File: src/rtl/rf_wb_arbiter_pkg.sv
// rf_pkg: shared constants and encodings for the regfile writeback arbiter.
// Latency: n/a (type and constant definitions only).
// Backpressure: n/a.
package rf_pkg;

  localparam int DATA_W = 32;
  localparam int ADDR_W = 5;

  // Writes to x0 are architecturally discarded.
  localparam logic [4:0] REG_ZERO = 5'd0;

  // Requester indices; also the bit positions in req/gnt vectors.
  typedef enum logic {
    REQ_ALU = 1'b0,
    REQ_MEM = 1'b1
  } req_e;

  // Arbitration policy encodings.
  typedef enum logic {
    PRIO_RR    = 1'b0,
    PRIO_FIXED = 1'b1
  } prio_e;

endpackage

File: src/rtl/rf_wb_arbiter_if.sv
// rf_wb_arbiter_if: ALU/MEM writeback requests plus the registered regfile write port.
// Latency: n/a (wiring only); readies are combinational, regfile port is registered.
// Backpressure: ready is the only throttle; the regfile side never stalls.
// Ports (signals): alu_/mem_ valid, ready, waddr, wdata; WrEn_RF, WAddr_RF, WD_RF; wb_cnt.
interface rf_wb_arbiter_if #(
  parameter int DATA_W = 32,
  parameter int ADDR_W = 5
);

  logic              alu_valid;
  logic              alu_ready;
  logic [ADDR_W-1:0] alu_waddr;
  logic [DATA_W-1:0] alu_wdata;

  logic              mem_valid;
  logic              mem_ready;
  logic [ADDR_W-1:0] mem_waddr;
  logic [DATA_W-1:0] mem_wdata;

  logic              WrEn_RF;
  logic [ADDR_W-1:0] WAddr_RF;
  logic [DATA_W-1:0] WD_RF;
  logic [15:0]       wb_cnt;

  // Requester side: drives requests, observes grants and the regfile port.
  modport master (
    output alu_valid, alu_waddr, alu_wdata,
    output mem_valid, mem_waddr, mem_wdata,
    input  alu_ready, mem_ready,
    input  WrEn_RF, WAddr_RF, WD_RF, wb_cnt
  );

  // Arbiter side.
  modport slave (
    input  alu_valid, alu_waddr, alu_wdata,
    input  mem_valid, mem_waddr, mem_wdata,
    output alu_ready, mem_ready,
    output WrEn_RF, WAddr_RF, WD_RF, wb_cnt
  );

endinterface

File: src/rtl/rf_wb_arbiter_rr_arb2.sv
// rr_arb2: 2-way arbiter, round-robin or MEM-first with an ALU starvation guard.
// Latency: grant is combinational from req and state; state updates at the edge.
// Backpressure: exactly one grant when any request is present; no grant in reset.
// Ports: clk, rst, i_req[1:0] (bit0 ALU, bit1 MEM), i_mode, o_gnt[1:0] one-hot.
module rr_arb2
  import rf_pkg::*;
#(
  parameter int MAX_WAIT = 4
) (
  input  logic       clk,
  input  logic       rst,
  input  logic [1:0] i_req,
  input  prio_e      i_mode,
  output logic [1:0] o_gnt
);

  localparam logic [3:0] LP_MAX_WAIT = 4'(MAX_WAIT);

  req_e       r_last;
  logic [3:0] r_wait_cnt;
  logic [1:0] w_gnt;

  always_comb begin
    w_gnt = 2'b00;
    if (rst) begin
      w_gnt = 2'b00;
    end else if (i_req == 2'b11) begin
      if (i_mode == PRIO_RR) begin
        w_gnt = (r_last == REQ_MEM) ? 2'b01 : 2'b10;
      end else begin
        // MEM-first unless ALU has already been passed over MAX_WAIT times.
        w_gnt = (r_wait_cnt == LP_MAX_WAIT) ? 2'b01 : 2'b10;
      end
    end else begin
      w_gnt = i_req;
    end
  end

  assign o_gnt = w_gnt;

  always_ff @(posedge clk) begin
    if (rst) begin
      r_last     <= REQ_MEM;
      r_wait_cnt <= 4'd0;
    end else begin
      if (w_gnt[0]) begin
        r_last <= REQ_ALU;
      end else if (w_gnt[1]) begin
        r_last <= REQ_MEM;
      end

      // Counts only cycles where ALU asked and MEM took the port instead.
      if (!i_req[0] || w_gnt[0]) begin
        r_wait_cnt <= 4'd0;
      end else if (i_mode == PRIO_FIXED && w_gnt[1] && r_wait_cnt != LP_MAX_WAIT) begin
        r_wait_cnt <= r_wait_cnt + 4'd1;
      end
    end
  end

endmodule

File: src/rtl/rf_wb_arbiter.sv
// rf_wb_arbiter: shares the regfile write port between ALU and MEM writebacks.
// Latency: accepted at edge N -> WrEn_RF/WAddr_RF/WD_RF valid N..N+1; wb_cnt counts at N+1.
// Backpressure: none downstream; a lone requester is ready the same cycle.
// Ports: clk, rst (sync, active-high), bus (rf_wb_arbiter_if.slave).
module rf_wb_arbiter
  import rf_pkg::*;
#(
  parameter int DATA_W    = rf_pkg::DATA_W,
  parameter int ADDR_W    = rf_pkg::ADDR_W,
  parameter int PRIO_MODE = 0,
  parameter int MAX_WAIT  = 4
) (
  input  logic              clk,
  input  logic              rst,
  rf_wb_arbiter_if.slave    bus
);

  localparam prio_e LP_MODE = (PRIO_MODE == 1) ? PRIO_FIXED : PRIO_RR;

  logic [1:0]        w_req;
  logic [1:0]        w_gnt;
  logic              w_acc;
  logic [ADDR_W-1:0] w_waddr;
  logic [DATA_W-1:0] w_wdata;

  logic              r_wren;
  logic [ADDR_W-1:0] r_waddr;
  logic [DATA_W-1:0] r_wdata;
  logic [15:0]       r_wb_cnt;

  assign w_req = {bus.mem_valid, bus.alu_valid};

  rr_arb2 #(
    .MAX_WAIT (MAX_WAIT)
  ) u_arb (
    .clk    (clk),
    .rst    (rst),
    .i_req  (w_req),
    .i_mode (LP_MODE),
    .o_gnt  (w_gnt)
  );

  assign bus.alu_ready = w_gnt[0];
  assign bus.mem_ready = w_gnt[1];

  // A grant is only ever issued to a valid requester, so any grant is a transfer.
  assign w_acc   = |w_gnt;
  assign w_waddr = w_gnt[1] ? bus.mem_waddr : bus.alu_waddr;
  assign w_wdata = w_gnt[1] ? bus.mem_wdata : bus.alu_wdata;

  always_ff @(posedge clk) begin
    if (rst) begin
      r_wren   <= 1'b0;
      r_waddr  <= '0;
      r_wdata  <= '0;
      r_wb_cnt <= 16'd0;
    end else begin
      // x0 writes complete the handshake but never assert the write enable.
      r_wren <= w_acc && (w_waddr != ADDR_W'(REG_ZERO));
      if (w_acc) begin
        r_waddr <= w_waddr;
        r_wdata <= w_wdata;
      end
      // Counted when the regfile commits, i.e. the edge ending a WrEn_RF cycle.
      r_wb_cnt <= r_wb_cnt + {15'd0, r_wren};
    end
  end

  assign bus.WrEn_RF  = r_wren;
  assign bus.WAddr_RF = r_waddr;
  assign bus.WD_RF    = r_wdata;
  assign bus.wb_cnt   = r_wb_cnt;

endmodule

File: src/flat_wrapper.sv
// flat-port wrapper written by rule: the top's interface ports become plain ports
module rf_wb_arbiter_flat import rf_pkg::*;
#(
  parameter int DATA_W    = rf_pkg::DATA_W,
  parameter int ADDR_W    = rf_pkg::ADDR_W,
  parameter int PRIO_MODE = 0,
  parameter int MAX_WAIT  = 4
)
  (clk, rst, bus_alu_valid, bus_alu_waddr, bus_alu_wdata, bus_mem_valid, bus_mem_waddr, bus_mem_wdata, bus_alu_ready, bus_mem_ready, bus_WrEn_RF, bus_WAddr_RF, bus_WD_RF, bus_wb_cnt);
  rf_wb_arbiter_if #(.DATA_W(DATA_W), .ADDR_W(ADDR_W)) bus_i ();
  input  logic clk;
  input  logic rst;
  input wire logic [$bits(bus_i.alu_valid)-1:0] bus_alu_valid;
  input wire logic [$bits(bus_i.alu_waddr)-1:0] bus_alu_waddr;
  input wire logic [$bits(bus_i.alu_wdata)-1:0] bus_alu_wdata;
  input wire logic [$bits(bus_i.mem_valid)-1:0] bus_mem_valid;
  input wire logic [$bits(bus_i.mem_waddr)-1:0] bus_mem_waddr;
  input wire logic [$bits(bus_i.mem_wdata)-1:0] bus_mem_wdata;
  output wire logic [$bits(bus_i.alu_ready)-1:0] bus_alu_ready;
  output wire logic [$bits(bus_i.mem_ready)-1:0] bus_mem_ready;
  output wire logic [$bits(bus_i.WrEn_RF)-1:0] bus_WrEn_RF;
  output wire logic [$bits(bus_i.WAddr_RF)-1:0] bus_WAddr_RF;
  output wire logic [$bits(bus_i.WD_RF)-1:0] bus_WD_RF;
  output wire logic [$bits(bus_i.wb_cnt)-1:0] bus_wb_cnt;
  assign bus_i.alu_valid = bus_alu_valid;
  assign bus_i.alu_waddr = bus_alu_waddr;
  assign bus_i.alu_wdata = bus_alu_wdata;
  assign bus_i.mem_valid = bus_mem_valid;
  assign bus_i.mem_waddr = bus_mem_waddr;
  assign bus_i.mem_wdata = bus_mem_wdata;
  assign bus_alu_ready = bus_i.alu_ready;
  assign bus_mem_ready = bus_i.mem_ready;
  assign bus_WrEn_RF = bus_i.WrEn_RF;
  assign bus_WAddr_RF = bus_i.WAddr_RF;
  assign bus_WD_RF = bus_i.WD_RF;
  assign bus_wb_cnt = bus_i.wb_cnt;
  rf_wb_arbiter #(.DATA_W(DATA_W), .ADDR_W(ADDR_W), .PRIO_MODE(PRIO_MODE), .MAX_WAIT(MAX_WAIT)) u_core (.clk(clk), .rst(rst), .bus(bus_i));
endmodule
File: config.mk
export PLATFORM = sky130hd
export DESIGN_NAME = rf_wb_arbiter_flat
export DESIGN_NICKNAME = d
export VERILOG_FILES = /design/src/rtl/rf_wb_arbiter_pkg.sv /design/src/rtl/rf_wb_arbiter_if.sv /design/src/rtl/rf_wb_arbiter_rr_arb2.sv /design/src/rtl/rf_wb_arbiter.sv /design/src/flat_wrapper.sv
export SDC_FILE = /design/constraint.sdc
export NUM_CORES = 1
export LEC_CHECK = 0
export CAP_MARGIN = 0
export CORE_ASPECT_RATIO = 0.9
export CORE_MARGIN = 4
export CORE_UTILIZATION = 32
export CTS_CLUSTER_SIZE = 24
export DETAILED_ROUTE_END_ITERATION = 12
export GPL_TIMING_DRIVEN = 0
export HOLD_SLACK_MARGIN = 0.02
export PLACE_DENSITY_LB_ADDON = 0.05
export SKIP_LAST_GASP = 1
export SYNTH_ARGS = -nofsm -noshare
export SYNTH_HDL_FRONTEND = slang
export SYNTH_SLANG_ARGS = --single-unit
File: constraint.sdc
create_clock -name clk -period 3.25 [get_ports clk]
set_clock_uncertainty 0.15 [all_clocks]
set_input_delay 0.4875 -clock clk [delete_from_list [all_inputs] [get_ports clk]]
set_output_delay 0.4875 -clock clk [all_outputs]
set_load 0.1 [all_outputs]
==> flow_metrics.tcl <==
set metrics [dict create \
    status "finished clean" \
    worstHoldPathType "reg2reg" \
    drive_gt1_share_pct 3.76 \
    syn_area_um2 2560 \
    fin_nets 504 \
    dp.final_hpwl_um 6430 \
    drt-pass1-iter-count 4 \
    synth_common_cells "dfxtp_1 (55), or3b_1 (37), a21oi_1 (33), a32oi_1 (26), nand2_1 (21)" \
    stdcell_area_um2 4100 \
    ant_nets 0 \
    diodes 0 \
    fin_crit_sh_pct 98.3 \
    core_um2 7660 \
    cp.arrival_ns 2.56 \
    power_density_nw_per_um2 406 \
    num-fill-cells 762 \
    die_y_um 92.9 \
    slowest_stage "dlygate4sd2_1" \
    seqCellArea_um2 1100 \
    drt_iter0_drc 100 \
    synth_top_area_share_pct 43.0 \
    synth_most_common_cell "dfxtp_1" \
    synthToLayoutAreaGrowth_pct 60.0 \
    ys_ff_latch 55 \
    dieArea_um2 9500 \
    viasPerCell 5.26 \
    cp_max_fo 10 \
    cts_root_buf "clkbuf_8" \
    place.gp.congestion 0.811 \
    cp_cell_sequence "clkdlybuf4s50_1 > nand2b_2 > clkbuf_1 > nor2_1 > dlygate4sd2_1" \
    grt_max_degree 16 \
    vias 2740 \
    grt_pass1_wl_um 13300 \
    synth_cells 284 \
    tightest_slew_ns 1.02 \
    cap_violations 0 \
    clkSlewWorstSetupHoldPaths_ns 0.10 \
    ir_drop_uv 179 \
    ys_top_cells_by_area "dfxtp_1 (43%), or3b_1 (13%), a32oi_1 (8.9%)" \
    die_w_um 102 \
    clock_latency_ns 0.31 \
    end_kind "output pin" \
    routedWlPerCell_um 16.3 \
    cp_slowest_stage_delay_ns 0.89 \
    hold_viol_final 0 \
    async_flop_share_pct 0 \
    rsz0062_at_grt "true" \
    drc 0 \
    finalSetupViolCount 0 \
    cts_tree "yes" \
    io_pins 134 \
    io_buffer_count 133 \
    power_mw 1.66 \
    fmaxAchievable_ghz 0.313 \
    leakagePower_nw 1.39 \
    hold_buffers 0 \
    yosys.area.top_type "dfxtp_1" \
    slew_viol_final 0 \
    yosysUniqueCellTypes 32 \
    period_needed_ns 3.19 \
    antenna_found_initial 0 \
    yosys_warnings 0 \
    start_kind "input port" \
    cp.required_ns 2.61 \
    rows 30 \
    critPathKind "in2out" \
    synth.avg_cell_area_um2 9.01 \
    grt_pass1_vias 2685 \
    synth_nets 364 \
    cts_made_buffers 5 \
    synth-edff-count 0 \
    slew_headroom_pct 31.8 \
    multi_input_area_um2 1360 \
    synthFlopType "dfxtp_1" \
    htreeDepth 2 \
    clk_path_buf_depth 2 \
    overflow 0 \
    placed_area_um2 4010 \
    drt_wl_total_um 8490 \
    yosysSeqAreaShare_pct 43.0 \
    start_util_pct 33.4 \
    clkSinkCount 55 \
    track_usage_pct 17.6 \
]
critical path: cells and delay by family:
kind	cells	cell delay, ns
AND/OR/NAND/NOR	2	0.35
buffers and inverters	3	1.72
timing repair:
item | in CTS | in global routing
resized for setup | 1 | 2
buffers inserted | 0 | 0
hold endpoints to repair | 0 | 0
endpoints found under the setup margin | 1 | 2
per-stage QoR:
stage	setup slack (ns)	cells	TNS, ns	util [%]	hold slack [ns]
floorplan	0.445	284	0	-	0.369
global route	-0.0455	521	-0.0455	53.5	0.340
finish	0.0563	521	0	53.5	0.328
detailed placement	-0.378	513	-0.378	52.4	0.315
CTS	0.00707	521	0	53.4	0.330
global placement	-0.343	513	-0.343	52.4	0.310
report_power, final:
| part | leakage, nW | total (mW) | switching, mW | internal (mW) |
|---|---|---|---|---|
| Sequential | 0.450 | 0.730 | 0.0209 | 0.709 |
| Combinational | 0.900 | 0.558 | 0.370 | 0.188 |
| Clock | 0.0422 | 0.375 | 0.222 | 0.152 |
| Total | 1.39 | 1.66 | 0.614 | 1.05 |
final timing paths:
kind,start,end,slack (ns),depth (start not counted)
max,bus_alu_valid,bus_alu_ready,0.06,5
min,u_core.bus.WD_RF[8],u_core.bus.WD_RF[8],0.33,2
max reg2reg,u_core.bus.WrEn_RF,u_core.bus.wb_cnt[14],1.12,5
min reg2reg,u_core.bus.WD_RF[8],u_core.bus.WD_RF[8],0.33,2
cell families after synthesis:
kind of cell	Yosys count	share of synthesized area, %
xor+xnor	3	1.03
fa+ha+maj	2	0.977
simple gates	102	26.0
buf+inv	26	3.96
flops	55	43.0
compound gates	92	23.3
mux	4	1.76
state kept, by name (all words and copies together) (netlist names):
register	count
u_core.bus.WD_RF	32
u_core.bus.wb_cnt	16
u_core.bus.WAddr_RF	5
u_core.bus.WrEn_RF	1
u_core.u_arb.r_last	1
metal layers:
| metal | GRT usage (%) | vias to the layer above | routed length, um |
|---|---|---|---|
| li1 | - | 1358 | - |
| met4 | 5.03 | 0 | 121 |
| met2 | 26.8 | 77 | 3910 |
| met5 | 0 | - | 0 |
| met3 | 6.02 | 12 | 660 |
| met1 | 23.5 | 1293 | 3790 |
area by class of cell:
class / count / share of cell area, %
buffer: 23 / 2.20
inverter: 3 / 0.275
timing repair buffer: 133 / 32.5
tap: 96 / 2.93
clock buffer: 7 / 1.86
sequential: 55 / 26.9
clock inverter: 1 / 0.122
multi-input combinational: 203 / 33.2
cells in the final DEF, fill, tap and decap left out, types with 3 or more instances in the layout:
cell type,netlist,final
or3_1,4,4
clkbuf_8,0,5
nor2_1,12,12
o21ai_0,15,15
nand4_1,4,4
or4_1,3,3
buf_2,3,3
a32oi_1,26,26
a31oi_1,11,11
nor2b_1,7,6
inv_1,3,3
nand3_1,5,5
nand2_1,21,21
o31ai_1,3,3
dfxtp_1,55,55
clkbuf_1,18,20
mux2_1,3,3
or3b_1,37,37
clkdlybuf4s50_1,0,131
nor4_1,4,4
a21oi_1,33,33
No activity file was read; power rests on OpenSTA's default activity.
==> variant 1: new RTL, same settings <==
The package constant `REG_ZERO` goes from 5'd0 to 5'd1.
--- a/src/rtl/rf_wb_arbiter_pkg.sv
+++ b/src/rtl/rf_wb_arbiter_pkg.sv
@@ -8,5 +8,5 @@
 
   // Writes to x0 are architecturally discarded.
-  localparam logic [4:0] REG_ZERO = 5'd0;
+  localparam logic [4:0] REG_ZERO = 5'd1;
 
   // Requester indices; also the bit positions in req/gnt vectors.
Formal check against the unedited RTL: not equivalent (Yosys sat finds a counterexample within 4 cycles, from zero or initial values and one cycle with rst high).
==> variant 1 against the original RTL <==
  * Setup slack gained 120 ps
  * Sequential cell count is the same
  * Synthesized area decreased by 4.6%
  * Count of clock-buffer cells in the layout decreased by 2
  * Total power grew 8.8%
  * Global-route usage fell by 1.6 points
  * Critical path depth is 1 higher
  * Routed wire length down 13%
  * Maximum frequency grew 3.8%
  * Core utilization is 1.9 points higher
  * First-iteration DRC count fell by 50%
  * Cell area shrank 2.4%
  * Critical path type unchanged
  * Highest routed layer unchanged
==> variant 1: results (changes against the original RTL) <==
stage,metric,value,unit,change
run_status,status,"complete, no violations",,unchanged
worst_hold_path,Worst Hold Depth,2,,unchanged
final_layout,Multi-In Gates,167,,was 203
placement,Final GP Congestion,0.819,,was 0.811
final_layout,fraction of area in multi-input gates,29.8,%,was 33.2%
critical_path,slowest CP cell,clkdlybuf4s15_2,,was dlygate4sd2_1
placement,pre-CTS WS,-446,ps,was -378 ps
yosys,Post-Syn Nets,337,,was 364
final_layout,Signal inverters,16,,was 3
drt,1st-iter DRT viols,50,,was 100
grt,vias in the first global route,2453,,was 2685
grt,first-pass GRT wire length,11900,um,was 13300 um
final_layout,Finished Cell Area,4000,um2,was 4100 um2
yosys,Synth cell types,35,,was 32
drt,Detail Route met2 WL,3390,um,was 3910 um
placement,Post-DP HPWL,5690,um,was 6430 um
grt,largest net degree at the start of global routing,19,,was 16
yosys,Mapped Cells,257,,was 284
pwr,VDD IR max,0.000222,V,was 0.000179 V
yosys,Commonest cells post-synth,"dfxtp_1 (55), a221o_1 (26), and2_1 (26)",,"was dfxtp_1 (55), or3b_1 (37), a21oi_1 (33)"
critical_path,worst r2r src,u_core.bus.wb_cnt[0],,was u_core.bus.WrEn_RF
drt,DR WL/cell,15.1,um,was 16.3 um
grt,gr usage total,16.0,%,was 17.6%
worst_hold_path,hold_sp,u_core.bus.WAddr_RF[0],,was u_core.bus.WD_RF[8]
yosys,Synth area leaders,"dfxtp_1 (45%), a221o_1 (11%), and2_1 (6.7%), o21ai_0 (3.1%), buf_2 (2.9%)",,"was dfxtp_1 (43%), or3b_1 (13%), a32oi_1 (8.9%), a21oi_1 (6.5%), nand2_1 (3.1%)"
final_layout,number of non-clock buffers in the layout,151,,was 156
critical_path,critical path data arrival time,2440,ps,was 2560 ps
pwr,Gate power share,33.4,%,was 33.6%
pwr,clock network power share,25.9,%,was 22.5%
final_layout,ClkCell Share,2.91,%,was 1.99%
final_layout,Layout Nets,476,,was 504
pwr,Design Power,1810,uW,was 1660 uW
final_layout,buffer share of cell area,35.3,%,was 34.7%
critical_path,slowest cell delay on critical path,600,ps,was 890 ps
timing,final hold slack,353,ps,was 328 ps
final_layout,ratio of cells with drive above 1 in the final layout,8.82,%,was 3.76%
drt,met3 WL post-DR,644,um,was 660 um
drt,DRT met1 WL,3310,um,was 3790 um
drt,mean number of vias per cell,5.07,,was 5.26
drt,drt total wl,7400,um,was 8490 um
timing,actual slew at the worst max-slew pin,998,ps,was 1020 ps
critical_path,Worst Setup SP,bus_mem_valid,,was bus_alu_valid
timing,final worst path period need,3080,ps,was 3190 ps
floorplanning,tapcells inserted,93,,was 96
==> variant 1: cell types whose count changed after synthesis, sizes merged, moves of 14 or more <==
cell	unedited run	this run
or3b	37	0
a221o	0	26
a32oi	26	0
and2	0	26
a21oi	33	13
clkbuf	18	4
nand2	21	7
==> variant 1: logic make-up (layout without fill, tap and decap cells) <==
family | after synthesis | in the layout | synth area share (%)
XOR/XNOR | 3 | 3 | 1.08
buffers and inverters | 35 | 175 | 6.10
flip-flops | 55 | 55 | 45.1
multiplexers | 4 | 4 | 1.84
AND/OR/NAND/NOR | 77 | 77 | 19.4
AO/OA/AOI/OAI | 81 | 81 | 25.5
adder cells (fa/ha/maj) | 2 | 2 | 1.02
==> variant 1: layer usage <==
layer	track usage [%]	vias to the layer above
li1	-	1240
met1	20.9	1158
met2	25.3	81
met3	5.33	5
met4	4.04	0
met5	0	-
==> variant 1: what timing repair did <==
action | CTS | global route
buffers inserted | 0 | 0
resized for setup | 6 | 0
endpoints found under the setup margin | 2 | 0
==> variant 2: new RTL, config.mk and constraints unchanged <==
Made on the original files. Reset style: asynchronous (`rst`), changed in 2 clocked blocks.
--- a/src/rtl/rf_wb_arbiter_rr_arb2.sv
+++ b/src/rtl/rf_wb_arbiter_rr_arb2.sv
@@ -39,5 +39,5 @@
   assign o_gnt = w_gnt;
 
-  always_ff @(posedge clk) begin
+  always_ff @(posedge clk or posedge rst) begin
     if (rst) begin
       r_last     <= REQ_MEM;
--- a/src/rtl/rf_wb_arbiter.sv
+++ b/src/rtl/rf_wb_arbiter.sv
@@ -49,5 +49,5 @@
   assign w_wdata = w_gnt[1] ? bus.mem_wdata : bus.alu_wdata;
 
-  always_ff @(posedge clk) begin
+  always_ff @(posedge clk or posedge rst) begin
     if (rst) begin
       r_wren   <= 1'b0;
Check against the original RTL: differs if rst is asserted again (counterexample within 4 cycles, from zero or initial values and one cycle with rst high); with rst held inactive, the same outputs for 10 cycles.
==> variant 2 against the original RTL <==
  * Routed wire length grew 1.8%
  * Sequential share of layout area grew 5.6 points
  * Critical path type unchanged
  * Synthesized area increased by 3.2%
  * Largest cell class unchanged
  * Sequential cell count did not move
  * Synthesized cell count is 0.70% higher
  * Critical path depth down 1
  * Setup slack improved by 130 ps
  * Cell area increased by 3.7%
Power is not compared: it rests on default switching activity, and its combinational part moved more than twofold at a synthesized area within 25%.
==> variant 2: results (changes against the original RTL) <==
stage,metric,value,unit,change
run_status,status,"complete, no violations",,unchanged
critical_path,critical path data arrival time,2430,ps,was 2560 ps
placement,Buffers on Ports,133,,unchanged
yosys,Post-synth ARST share,100,%,was 0%
final_layout,ratio of cells with drive above 1 in the final layout,6.78,%,was 3.76%
pwr,P_leak,0.00168,uW,
grt,vias in the first global route,2636,,was 2685
grt,largest net degree at the start of global routing,41,,was 16
drt,Vias,2672,,was 2740
yosys,Post-Syn Nets,366,,was 364
cts,CTS Buffer Depth,2,,unchanged
placement,Final GP Congestion,0.799,,was 0.811
final_layout,Layout Nets,507,,was 504
yosys,Synth cell types,27,,was 32
yosys,Synth Area in XOR/XNOR,4.64,%,was 1.03%
yosys,Yosys warnings,0,,unchanged
grt,gr usage total,17.5,%,was 17.6%
critical_path,Crit Path Max Fanout,5,,was 10
yosys,Syn Area/Cell,9.24,um2,was 9.01 um2
grt,first-pass GRT wire length,13700,um,was 13300 um
cts,CTS Buf Count,5,,unchanged
final_layout,fillers,785,,was 762
timing,Worst slew margin,32.0,%,was 31.8%
drt,DR WL/cell,16.4,um,was 16.3 um
drt,drt total wl,8640,um,was 8490 um
drt,1st-iter DRT viols,110,,was 100
final_layout,Largest register FFs,32,,unchanged
yosys,Synth area leaders,"dfrtp_1 (51%), a31oi_1 (8.8%), nand3_1 (7.8%), o21ai_0 (7.2%), nor2_1 (5.5%)",,"was dfxtp_1 (43%), or3b_1 (13%), a32oi_1 (8.9%), a21oi_1 (6.5%), nand2_1 (3.1%)"
cts,clock slew seen by the registers of the worst setup and hold paths,100,ps,about the same
pwr,Net Sw Frac,48.2,%,
yosys,sequential fraction of the synthesis area,52.2,%,was 43.0%
grt,initial antenna violation count,0,,unchanged
placement,Cells after DPL,519,,was 513
placement,Post-DP HPWL,6360,um,was 6430 um
worst_hold_path,Hold Crit Class,flop to flop,,unchanged
yosys,mux cell area share after synthesis,0,%,was 1.76%
yosys,Commonest cells post-synth,"dfrtp_1 (54), nand3_1 (41), nor2_1 (39)",,"was dfxtp_1 (55), or3b_1 (37), a21oi_1 (33)"
yosys,Post-Synth Adder-Cell Area,0.947,%,was 0.978%
cts,CTS H-tree depth,2,,unchanged
yosys,Compound-Gate Fraction of Synth Area,17.1,%,was 23.3%
[variant 2: cell count changes after synthesis, moves of 6 or more]
cell | before | now
a21oi_1 | 33 | 1
a31oi_1 | 11 | 37
a32oi_1 | 26 | 0
buf_2 | 3 | 12
clkbuf_1 | 18 | 9
dfrtp_1 | 0 | 54
dfxtp_1 | 55 | 0
nand2_1 | 21 | 7
nand3_1 | 5 | 41
nor2_1 | 12 | 39
nor2b_1 | 7 | 1
o21ai_0 | 15 | 38
or3b_1 | 37 | 0
xnor2_1 | 1 | 7
[variant 2: cell families after synthesis]
logic type      count (synthesis)
xor+xnor                       14
compound gates                 79
simple gates                  108
buf+inv                        28
flops                          55
fa+ha+maj                       2
[variant 2: cell type report]
cell class	count	area, um2	area share [%]
Buffer	24	111	2.62
Inverter	4	15.0	0.353
Sequential cell	55	1380	32.4
Multi-Input combinational cell	203	1140	26.8
Clock inverter	2	60.1	1.41
Tap cell	99	124	2.92
Clock buffer	6	72.6	1.71
Timing Repair Buffer	134	1350	31.8
[variant 2: power by group through the flow]
stage	registers, uW	clock network [uW]	logic (uW)
3_5_place_dp	907	0	1370
4_1_cts	895	555	1370
2_1_floorplan	1650	0	216
5_1_grt	910	579	1410
3_3_place_gp	903	0	1360
6_report	891	544	1360
[variant 2: final timing paths]
kind                                          to  slack (ps)             startpoint  cells past startpoint
max                                bus_alu_ready         180                    rst                      4
min                        u_core.bus.wb_cnt[15]         320  u_core.bus.wb_cnt[15]                      1
max reg2reg                 u_core.bus.WD_RF[26]        1480    u_core.u_arb.r_last                      5
min reg2reg                u_core.bus.wb_cnt[15]         320  u_core.bus.wb_cnt[15]                      1
max in group asynchronous    u_core.u_arb.r_last        1970                    rst                      3
min in group asynchronous    u_core.bus.WD_RF[6]         390                    rst                      2
[variant 2: worst max-delay path, stage by stage]
cell             delay, ps
clkdlybuf4s50_1        470
nand2b_1               190
a21oi_1                120
clkdlybuf4s50_1       1160
[variant 2: stage by stage]
stage               worst slack (ps)  power, uW  utilization (%)  hold slack [ps]  cell area, um2
floorplan                        511       1870                -              328            2640
global placement               -93.9       2260             51.0              309            4100
detailed placement             -99.2       2270             51.3              311            4120
CTS                              169       2820             52.9              324            4250
global route                    68.5       2900             52.9              340            4250
finish                           183       2790             52.9              322            4250
[variant 2: what timing repair did]
| item | in CTS | in global routing |
|---|---|---|
| setup endpoints to repair | 1 | 0 |
| hold buffers | 0 | 0 |
| gates resized for setup | 1 | 0 |
[variant 2: metal layers]
layer | global-route usage (%) | vias up | routed length (um)
li1 | - | 1309 | -
met1 | 24.2 | 1247 | 4150
met2 | 26.1 | 108 | 3680
met3 | 5.98 | 8 | 728
met4 | 4.65 | 0 | 83
met5 | 0 | - | 0
